==> config.mk <==
export PLATFORM = sky130hd
export DESIGN_NAME = window_strip_feeder
export DESIGN_NICKNAME = d
export VERILOG_FILES = /design/src/rtl/window_strip_feeder_pkg.sv /design/src/rtl/window_strip_feeder.sv
export SDC_FILE = /design/constraint.sdc
export NUM_CORES = 1
export LEC_CHECK = 0
export BUFFER_PORTS_ARGS = -buffer_cell sky130_fd_sc_hd__buf_2
export CELL_PAD_IN_SITES_DETAIL_PLACEMENT = 1
export CELL_PAD_IN_SITES_GLOBAL_PLACEMENT = 1
export CORE_MARGIN = 1.5
export CORE_UTILIZATION = 48
export DETAILED_ROUTE_END_ITERATION = 8
export GPL_TIMING_DRIVEN = 0
export PLACE_DENSITY = 0.87
export SETUP_SLACK_MARGIN = 0.2
export SLEW_MARGIN = 10
export SYNTH_ARGS = -nofsm -noshare
export SYNTH_HDL_FRONTEND = slang
export SYNTH_SLANG_ARGS = --single-unit
export TNS_END_PERCENT = 20
==> constraint.sdc <==
create_clock -name clk -period 9.71 [get_ports clk]
set_clock_uncertainty 0.2 [all_clocks]
set_input_delay 0.971 -clock clk [delete_from_list [all_inputs] [get_ports clk]]
set_output_delay 0.971 -clock clk [all_outputs]
set_load 0.02 [all_outputs]
==> src/rtl/window_strip_feeder_pkg.sv <==
// Shared types and constants for the column-strip window feeder.
// The strip geometry (pad and drain rows) and the 3x3 filter's push-to-result
// lag live here so the feeder and anything downstream agree on them.
package window_strip_feeder_pkg;

    typedef enum logic [2:0] {
        IDLE,
        RD_L,
        RD_M,
        RD_R,
        WAIT,
        PRESENT
    } state_t;

    localparam int TOP_PAD_ROWS    = 1;
    localparam int BOTTOM_PAD_ROWS = 1;
    localparam int DRAIN_ROWS      = 3;
    localparam int RESULT_LAG      = 5;

    // True when push index 'push' carries a real image row rather than a pad or drain row.
    function automatic logic is_image_push(input int push, input int height);
        return (push >= TOP_PAD_ROWS) && (push < TOP_PAD_ROWS + height);
    endfunction

endpackage

==> src/rtl/window_strip_feeder.sv <==
// Streams a frame to a downstream 3x3 filter one column strip at a time.
// Each push presents the left/middle/right pixels of one row around column x;
// pad and drain pushes are all zeros and cost no memory reads. Out-of-image
// neighbours are also zero and are never read. The row base address is
// accumulated instead of multiplied.
module window_strip_feeder #(
    parameter int INPUT_WIDTH = 8,
    parameter int IMG_WIDTH   = 64,
    parameter int IMG_HEIGHT  = 64,
    parameter int ADDR_WIDTH  = 12
) (
    input  logic                          clk,
    input  logic                          reset,
    input  logic                          start,
    output logic                          busy,
    output logic                          done,
    output logic                          rd_en,
    output logic [ADDR_WIDTH-1:0]         rd_addr,
    input  logic [INPUT_WIDTH-1:0]        rd_data,
    output logic [INPUT_WIDTH-1:0]        out_left,
    output logic [INPUT_WIDTH-1:0]        out_middle,
    output logic [INPUT_WIDTH-1:0]        out_right,
    output logic                          out_valid,
    input  logic                          out_ready,
    output logic                          out_result_valid,
    output logic [$clog2(IMG_HEIGHT)-1:0] out_result_row,
    output logic [$clog2(IMG_WIDTH)-1:0]  out_result_col
);

    import window_strip_feeder_pkg::*;

    localparam int XW     = $clog2(IMG_WIDTH);
    localparam int RW     = $clog2(IMG_HEIGHT);
    localparam int PUSHES = IMG_HEIGHT + TOP_PAD_ROWS + BOTTOM_PAD_ROWS + DRAIN_ROWS;
    localparam int PW     = $clog2(PUSHES);

    localparam logic [PW-1:0]         LAST_P   = PW'(PUSHES - 1);
    localparam logic [XW-1:0]         LAST_X   = XW'(IMG_WIDTH - 1);
    localparam logic [ADDR_WIDTH-1:0] ROW_STEP = ADDR_WIDTH'(IMG_WIDTH);
    localparam logic [ADDR_WIDTH-1:0] ONE_ADDR = ADDR_WIDTH'(1);

    state_t                  state;
    logic [XW-1:0]           x_cnt;
    logic [PW-1:0]           p_cnt;
    logic [ADDR_WIDTH-1:0]   row_base;

    logic [XW-1:0]           nxt_x;
    logic [PW-1:0]           nxt_p;
    logic [ADDR_WIDTH-1:0]   nxt_base;
    logic [ADDR_WIDTH-1:0]   x_ext;
    logic [ADDR_WIDTH-1:0]   nxt_x_ext;
    logic                    last_push;
    logic                    last_strip;
    logic                    p_is_row;
    logic                    nxt_is_row;
    logic [PW-1:0]           pres_p;
    logic [XW-1:0]           pres_x;
    logic                    res_valid_c;
    logic [RW-1:0]           res_row_c;
    logic [XW-1:0]           res_col_c;

    // Work out where the next push lands and what result tag the next presented push carries.
    always_comb begin
        last_push  = (p_cnt == LAST_P);
        last_strip = (x_cnt == LAST_X);
        p_is_row   = is_image_push(int'(p_cnt), IMG_HEIGHT);
        x_ext      = ADDR_WIDTH'(x_cnt);

        nxt_p    = p_cnt + PW'(1);
        nxt_x    = x_cnt;
        nxt_base = p_is_row ? (row_base + ROW_STEP) : row_base;
        if (last_push) begin
            nxt_p    = '0;
            nxt_x    = last_strip ? '0 : (x_cnt + XW'(1));
            nxt_base = '0;
        end
        nxt_is_row = is_image_push(int'(nxt_p), IMG_HEIGHT);
        nxt_x_ext  = ADDR_WIDTH'(nxt_x);

        pres_p      = (state == WAIT) ? p_cnt : nxt_p;
        pres_x      = (state == WAIT) ? x_cnt : nxt_x;
        res_valid_c = (int'(pres_p) >= RESULT_LAG);
        res_row_c   = res_valid_c ? RW'(int'(pres_p) - RESULT_LAG) : '0;
        res_col_c   = res_valid_c ? pres_x : '0;
    end

    // Frame sequencer: issues the three neighbour reads per image row, assembles the triple and hands it downstream.
    always_ff @(posedge clk) begin
        if (reset) begin
            state            <= IDLE;
            busy             <= 1'b0;
            done             <= 1'b0;
            rd_en            <= 1'b0;
            rd_addr          <= '0;
            out_left         <= '0;
            out_middle       <= '0;
            out_right        <= '0;
            out_valid        <= 1'b0;
            out_result_valid <= 1'b0;
            out_result_row   <= '0;
            out_result_col   <= '0;
            x_cnt            <= '0;
            p_cnt            <= '0;
            row_base         <= '0;
        end else begin
            done <= 1'b0;
            case (state)
                IDLE: begin
                    rd_en            <= 1'b0;
                    out_valid        <= 1'b0;
                    out_result_valid <= 1'b0;
                    if (start && !busy) begin
                        busy           <= 1'b1;
                        x_cnt          <= '0;
                        p_cnt          <= '0;
                        row_base       <= '0;
                        out_left       <= '0;
                        out_middle     <= '0;
                        out_right      <= '0;
                        out_valid      <= 1'b1;
                        out_result_row <= '0;
                        out_result_col <= '0;
                        state          <= PRESENT;
                    end else begin
                        busy <= 1'b0;
                    end
                end
                RD_L: begin
                    rd_en   <= 1'b1;
                    rd_addr <= row_base + x_ext;
                    state   <= RD_M;
                end
                RD_M: begin
                    out_left <= (x_cnt != '0) ? rd_data : '0;
                    rd_en    <= !last_strip;
                    rd_addr  <= row_base + x_ext + ONE_ADDR;
                    state    <= RD_R;
                end
                RD_R: begin
                    out_middle <= rd_data;
                    rd_en      <= 1'b0;
                    state      <= WAIT;
                end
                WAIT: begin
                    out_right        <= last_strip ? '0 : rd_data;
                    out_valid        <= 1'b1;
                    out_result_valid <= res_valid_c;
                    out_result_row   <= res_row_c;
                    out_result_col   <= res_col_c;
                    state            <= PRESENT;
                end
                PRESENT: begin
                    if (out_ready) begin
                        out_valid        <= 1'b0;
                        out_result_valid <= 1'b0;
                        if (last_push && last_strip) begin
                            done     <= 1'b1;
                            x_cnt    <= '0;
                            p_cnt    <= '0;
                            row_base <= '0;
                            state    <= IDLE;
                        end else begin
                            x_cnt    <= nxt_x;
                            p_cnt    <= nxt_p;
                            row_base <= nxt_base;
                            if (nxt_is_row) begin
                                rd_en   <= (nxt_x != '0);
                                rd_addr <= nxt_base + nxt_x_ext - ONE_ADDR;
                                state   <= RD_L;
                            end else begin
                                out_left         <= '0;
                                out_middle       <= '0;
                                out_right        <= '0;
                                out_valid        <= 1'b1;
                                out_result_valid <= res_valid_c;
                                out_result_row   <= res_row_c;
                                out_result_col   <= res_col_c;
                                state            <= PRESENT;
                            end
                        end
                    end
                end
                default: begin
                    state <= IDLE;
                end
            endcase
        end
    end

endmodule

==> flow_results.xml <==
<?xml version="1.0" encoding="UTF-8"?>
<metrics>
  <group name="floorplanning">
    <metric name="chip_width" unit="µm">111</metric>
    <metric name="die_h" unit="µm">111</metric>
    <metric name="die_area" unit="µm²">12200</metric>
    <metric name="site_row_count" unit="">39</metric>
    <metric name="top_level_ports" unit="">65</metric>
    <metric name="coreArea" unit="µm²">11400</metric>
    <metric name="start_util" unit="%">48.9</metric>
  </group>
  <group name="worst_setup_path">
    <metric name="timing.critical_path.fanout_max" unit="">10</metric>
    <metric name="slowest_stage" unit="">sky130_fd_sc_hd__o311ai_0</metric>
    <metric name="critical_path_cell_count" unit="">19</metric>
    <metric name="critical_path.most_common_cell" unit="">sky130_fd_sc_hd__ha_1</metric>
    <metric name="crit_path_max_incr_delay" unit="ns">0.62</metric>
    <metric name="crit_path_cell_trace" unit="">inv_1, ha_1, and4b_1, nand2_1, buf_6, clkbuf_1, clkbuf_1, nand2_1, ha_1, inv_1, ha_1, a211oi_1, nor2_1, o311ai_0, a311oi_2, o311a_1, o21ai_0, nand3b_1, a211oi_2</metric>
    <metric name="critPathBufInv" unit="">5</metric>
    <metric name="cp-start-kind" unit="">flop</metric>
    <metric name="timing.reg2reg.worst_path_depth" unit="">19</metric>
    <metric name="critical_path_class" unit="">reg2reg</metric>
    <metric name="critPathArrivalTime" unit="ns">5.88</metric>
    <metric name="worst-endpoint-required" unit="ns">9.79</metric>
    <metric name="critPathTopFamily" unit="">compound AO/OA/AOI/OAI gates</metric>
    <metric name="cp-end-kind" unit="">flop</metric>
  </group>
  <group name="synth">
    <metric name="synth_async_sr_flop_share" unit="%">0</metric>
    <metric name="synth_compound_area_share" unit="%">27.5</metric>
    <metric name="yosys_register_bits" unit="">81</metric>
    <metric name="postSynthCellCount" unit="">671</metric>
    <metric name="syn_area" unit="µm²">5550</metric>
    <metric name="synthesis.nets" unit="">715</metric>
    <metric name="postSynth.topFlopCell" unit="">sky130_fd_sc_hd__dfxtp_1</metric>
    <metric name="synth.yosys.warnings" unit="">0</metric>
    <metric name="yosys-mux-area-fraction" unit="%">1.33</metric>
    <metric name="synth.yosys.seq_area_share" unit="%">29.2</metric>
    <metric name="dominant_combinational_cell_family_by_area_after_synthesis" unit="">compound AO/OA/AOI/OAI gates</metric>
    <metric name="synth.distinct_cells" unit="">79</metric>
    <metric name="synth_simple_gate_area_share" unit="%">22.9</metric>
    <metric name="synth-edff-count" unit="">0</metric>
    <metric name="synth_xor_area_share" unit="%">4.89</metric>
    <metric name="synth_area_per_cell" unit="µm²">8.28</metric>
    <metric name="synth-adder-area-share" unit="%">7.48</metric>
  </group>
  <group name="timing">
    <metric name="hold_viol" unit="">0</metric>
    <metric name="fin_hold_ws" unit="ns">0.266</metric>
    <metric name="maxSlewHeadroom" unit="%">31.7</metric>
    <metric name="fmax" unit="MHz">172</metric>
    <metric name="final_setup_fails" unit="">0</metric>
    <metric name="final.min_clock_period" unit="ns">5.80</metric>
    <metric name="timing.final.crit_share" unit="%">59.8</metric>
    <metric name="rsz0062_at_grt" unit="">no</metric>
    <metric name="setup_tns" unit="ns">0</metric>
    <metric name="worstMarginPinSlew" unit="ns">1.02</metric>
    <metric name="timing_max_transition_violations_final" unit="">0</metric>
  </group>
  <group name="clocking">
    <metric name="post_cts_resize_count" unit="">0</metric>
    <metric name="clock_tree_from_tritoncts" unit="">yes</metric>
    <metric name="h-tree-depth" unit="">3</metric>
    <metric name="ctsLongestPathBuffers" unit="">2</metric>
    <metric name="worstSkewPairLatency" unit="ns">0.36</metric>
    <metric name="post-cts-setup-buffers" unit="">0</metric>
    <metric name="clk_pin_slew" unit="ns">0.07</metric>
    <metric name="root_buffer" unit="">sky130_fd_sc_hd__clkbuf_16</metric>
    <metric name="number_of_buffers_inserted_for_hold_repair_after_clock_tree_synthesis" unit="">0</metric>
    <metric name="tritoncts.num_buffers" unit="">9</metric>
    <metric name="clock_sinks" unit="">81</metric>
  </group>
  <group name="min_path">
    <metric name="worstHoldPathType" unit="">reg2reg</metric>
    <metric name="hold_path_stages" unit="">2</metric>
  </group>
  <group name="drt">
    <metric name="num_vias" unit="">5631</metric>
    <metric name="routed_wire_length_per_instance" unit="µm">21.2</metric>
    <metric name="first_iter_violations" unit="">398</metric>
    <metric name="drt_pass1_iterations" unit="">5</metric>
    <metric name="ant_nets" unit="">0</metric>
    <metric name="totalWireLength" unit="µm">18900</metric>
    <metric name="drt_drc_violations_left" unit="">0</metric>
    <metric name="route.detailed.vias_per_inst" unit="">6.31</metric>
  </group>
  <group name="power_and_ir_drop">
    <metric name="power_switching" unit="mW">0.409</metric>
    <metric name="power.combinational.fraction" unit="%">31.2</metric>
    <metric name="power_density" unit="nW/µm²">171</metric>
    <metric name="p_int" unit="mW">0.682</metric>
    <metric name="sequentialPowerShare" unit="%">35.0</metric>
    <metric name="p_clk_share" unit="%">33.8</metric>
    <metric name="power.share.switching" unit="%">37.5</metric>
    <metric name="irDropWorstVdd" unit="V">0.000192</metric>
    <metric name="leakage_power" unit="nW">2.62</metric>
  </group>
  <group name="cells_and_area">
    <metric name="final.fill_count" unit="">1419</metric>
    <metric name="number_of_nets_in_the_finished_design" unit="">789</metric>
    <metric name="final_common_cell" unit="">sky130_fd_sc_hd__dfxtp_1</metric>
    <metric name="antenna-diode-count" unit="">0</metric>
    <metric name="mostFrequentLayoutCells" unit="">sky130_fd_sc_hd__dfxtp_1 (81), sky130_fd_sc_hd__buf_2 (66), sky130_fd_sc_hd__nor2_1 (56), sky130_fd_sc_hd__nand2_1 (54), sky130_fd_sc_hd__a21oi_1 (49)</metric>
    <metric name="area_delta_synth_final" unit="%">14.6</metric>
    <metric name="drive_gt1_share" unit="%">16.8</metric>
  </group>
  <group name="grt">
    <metric name="pin_count_of_the_biggest_net_entering_global_routing" unit="">17</metric>
    <metric name="grt_pass1_wl" unit="µm">30900</metric>
    <metric name="grt_usage" unit="%">31.4</metric>
    <metric name="global_route.overflow_total" unit="">0</metric>
    <metric name="antenna_found_initial" unit="">0</metric>
    <metric name="grt_pass1_vias" unit="">5867</metric>
  </group>
  <group name="placement">
    <metric name="routability_cong" unit="">0.902</metric>
    <metric name="hpwlAfterDp" unit="µm">13900</metric>
    <metric name="io_buffer_count" unit="">63</metric>
  </group>
  <group name="run_status">
    <metric name="run_status" unit="">complete, no violations</metric>
  </group>
  <group name="job">
    <metric name="timing.max_cap.violations" unit="">0</metric>
  </group>
</metrics>
==> state kept, by name (all words and copies together) (netlist names) <==
register	count
rd_addr	12
row_base	12
out_left	8
out_middle	8
out_right	8
p_cnt	7
out_result_col	6
out_result_row	6
x_cnt	6
state	3
busy	1
done	1
out_result_valid	1
out_valid	1
rd_en	1
==> cells by family after synthesis <==
kind of cell    after synthesis
flops                        81
compound gates              209
simple gates                239
xor+xnor                     31
mux                           7
fa+ha+maj                    32
buf+inv                      72
==> layer usage <==
layer  GRT usage [%]  wire, µm  vias to the layer above  share of wire, %
met1            38.0      8050                     2788                42
li1                -         -                     2612                 -
met4            13.7       535                        0               2.8
met5               0         0                        -                 0
met2            54.9      9450                      190                50
met3            4.94       904                       41               4.8
==> Yosys cell counts (all sizes together), types with 7 or more instances <==
cell type | number | area [µm²]
o21ai | 38 | 190
or3 | 9 | 57.6
nor3 | 26 | 130
and3 | 8 | 51.3
inv | 33 | 124
ha | 30 | 375
xnor2 | 17 | 149
nand2b | 9 | 56.3
clkbuf | 26 | 128
a21oi | 49 | 245
xor2 | 14 | 123
nand2 | 54 | 203
a211oi | 16 | 143
and2 | 9 | 56.3
a311oi | 7 | 67.6
nor2 | 58 | 241
nor2b | 8 | 50.1
buf | 13 | 124
nand3 | 20 | 105
dfxtp | 81 | 1620
or2 | 8 | 50.1
a22o | 34 | 298
==> power by group through the flow <==
stage / clock (mW) / sequential, mW / combinational (mW)
after CTS: 0.373 / 0.382 / 0.337
after detailed placement: 0 / 0.388 / 0.332
after floorplan: 0 / 0.422 / 0.196
final: 0.369 / 0.382 / 0.340
after global placement: 0 / 0.386 / 0.320
after global routing: 0.382 / 0.385 / 0.367
==> final timing paths <==
check	start	to	slack (ns)
max	p_cnt[1]	rd_addr[10]	3.91
max reg2reg	p_cnt[1]	rd_addr[10]	3.91
min	out_result_col[4]	out_result_col[4]	0.27
min reg2reg	out_result_col[4]	out_result_col[4]	0.27
==> final cells by class <==
class | count | area, µm² | share of cell area [%]
Multi-Input combinational cell | 518 | 3560 | 56.0
Sequential cell | 81 | 1620 | 25.5
Timing Repair Buffer | 63 | 315 | 4.96
Buffer | 39 | 251 | 3.95
Clock buffer | 9 | 225 | 3.54
Tap cell | 143 | 179 | 2.81
Inverter | 33 | 124 | 1.95
Clock inverter | 7 | 83.8 | 1.32
==> worst reg2reg max path: cells and delay by family, from the launching register on <==
kind                       cells  cell delay, ns
AOI/OAI and AO/OA              6            1.94
buffers and inverters          5            1.42
adders and majority gates      3            0.88
and+or+nand+nor                5            0.72
DFF                            1            0.57
==> through the flow <==
stage                     setup slack (ns)  cells  cell area, µm²  utilization, %  power [mW]
after floorplan                       5.32    671            5550               -       0.619
after global placement                4.18    877            6050            53.2       0.707
after detailed placement              4.01    877            6050            53.2       0.720
after CTS                             3.96    893            6360            55.9        1.09
after global routing                  3.58    893            6360            56.0        1.13
final                                 3.91    893            6360            56.0        1.09
Note: power is estimated with default switching activity, not from simulation.
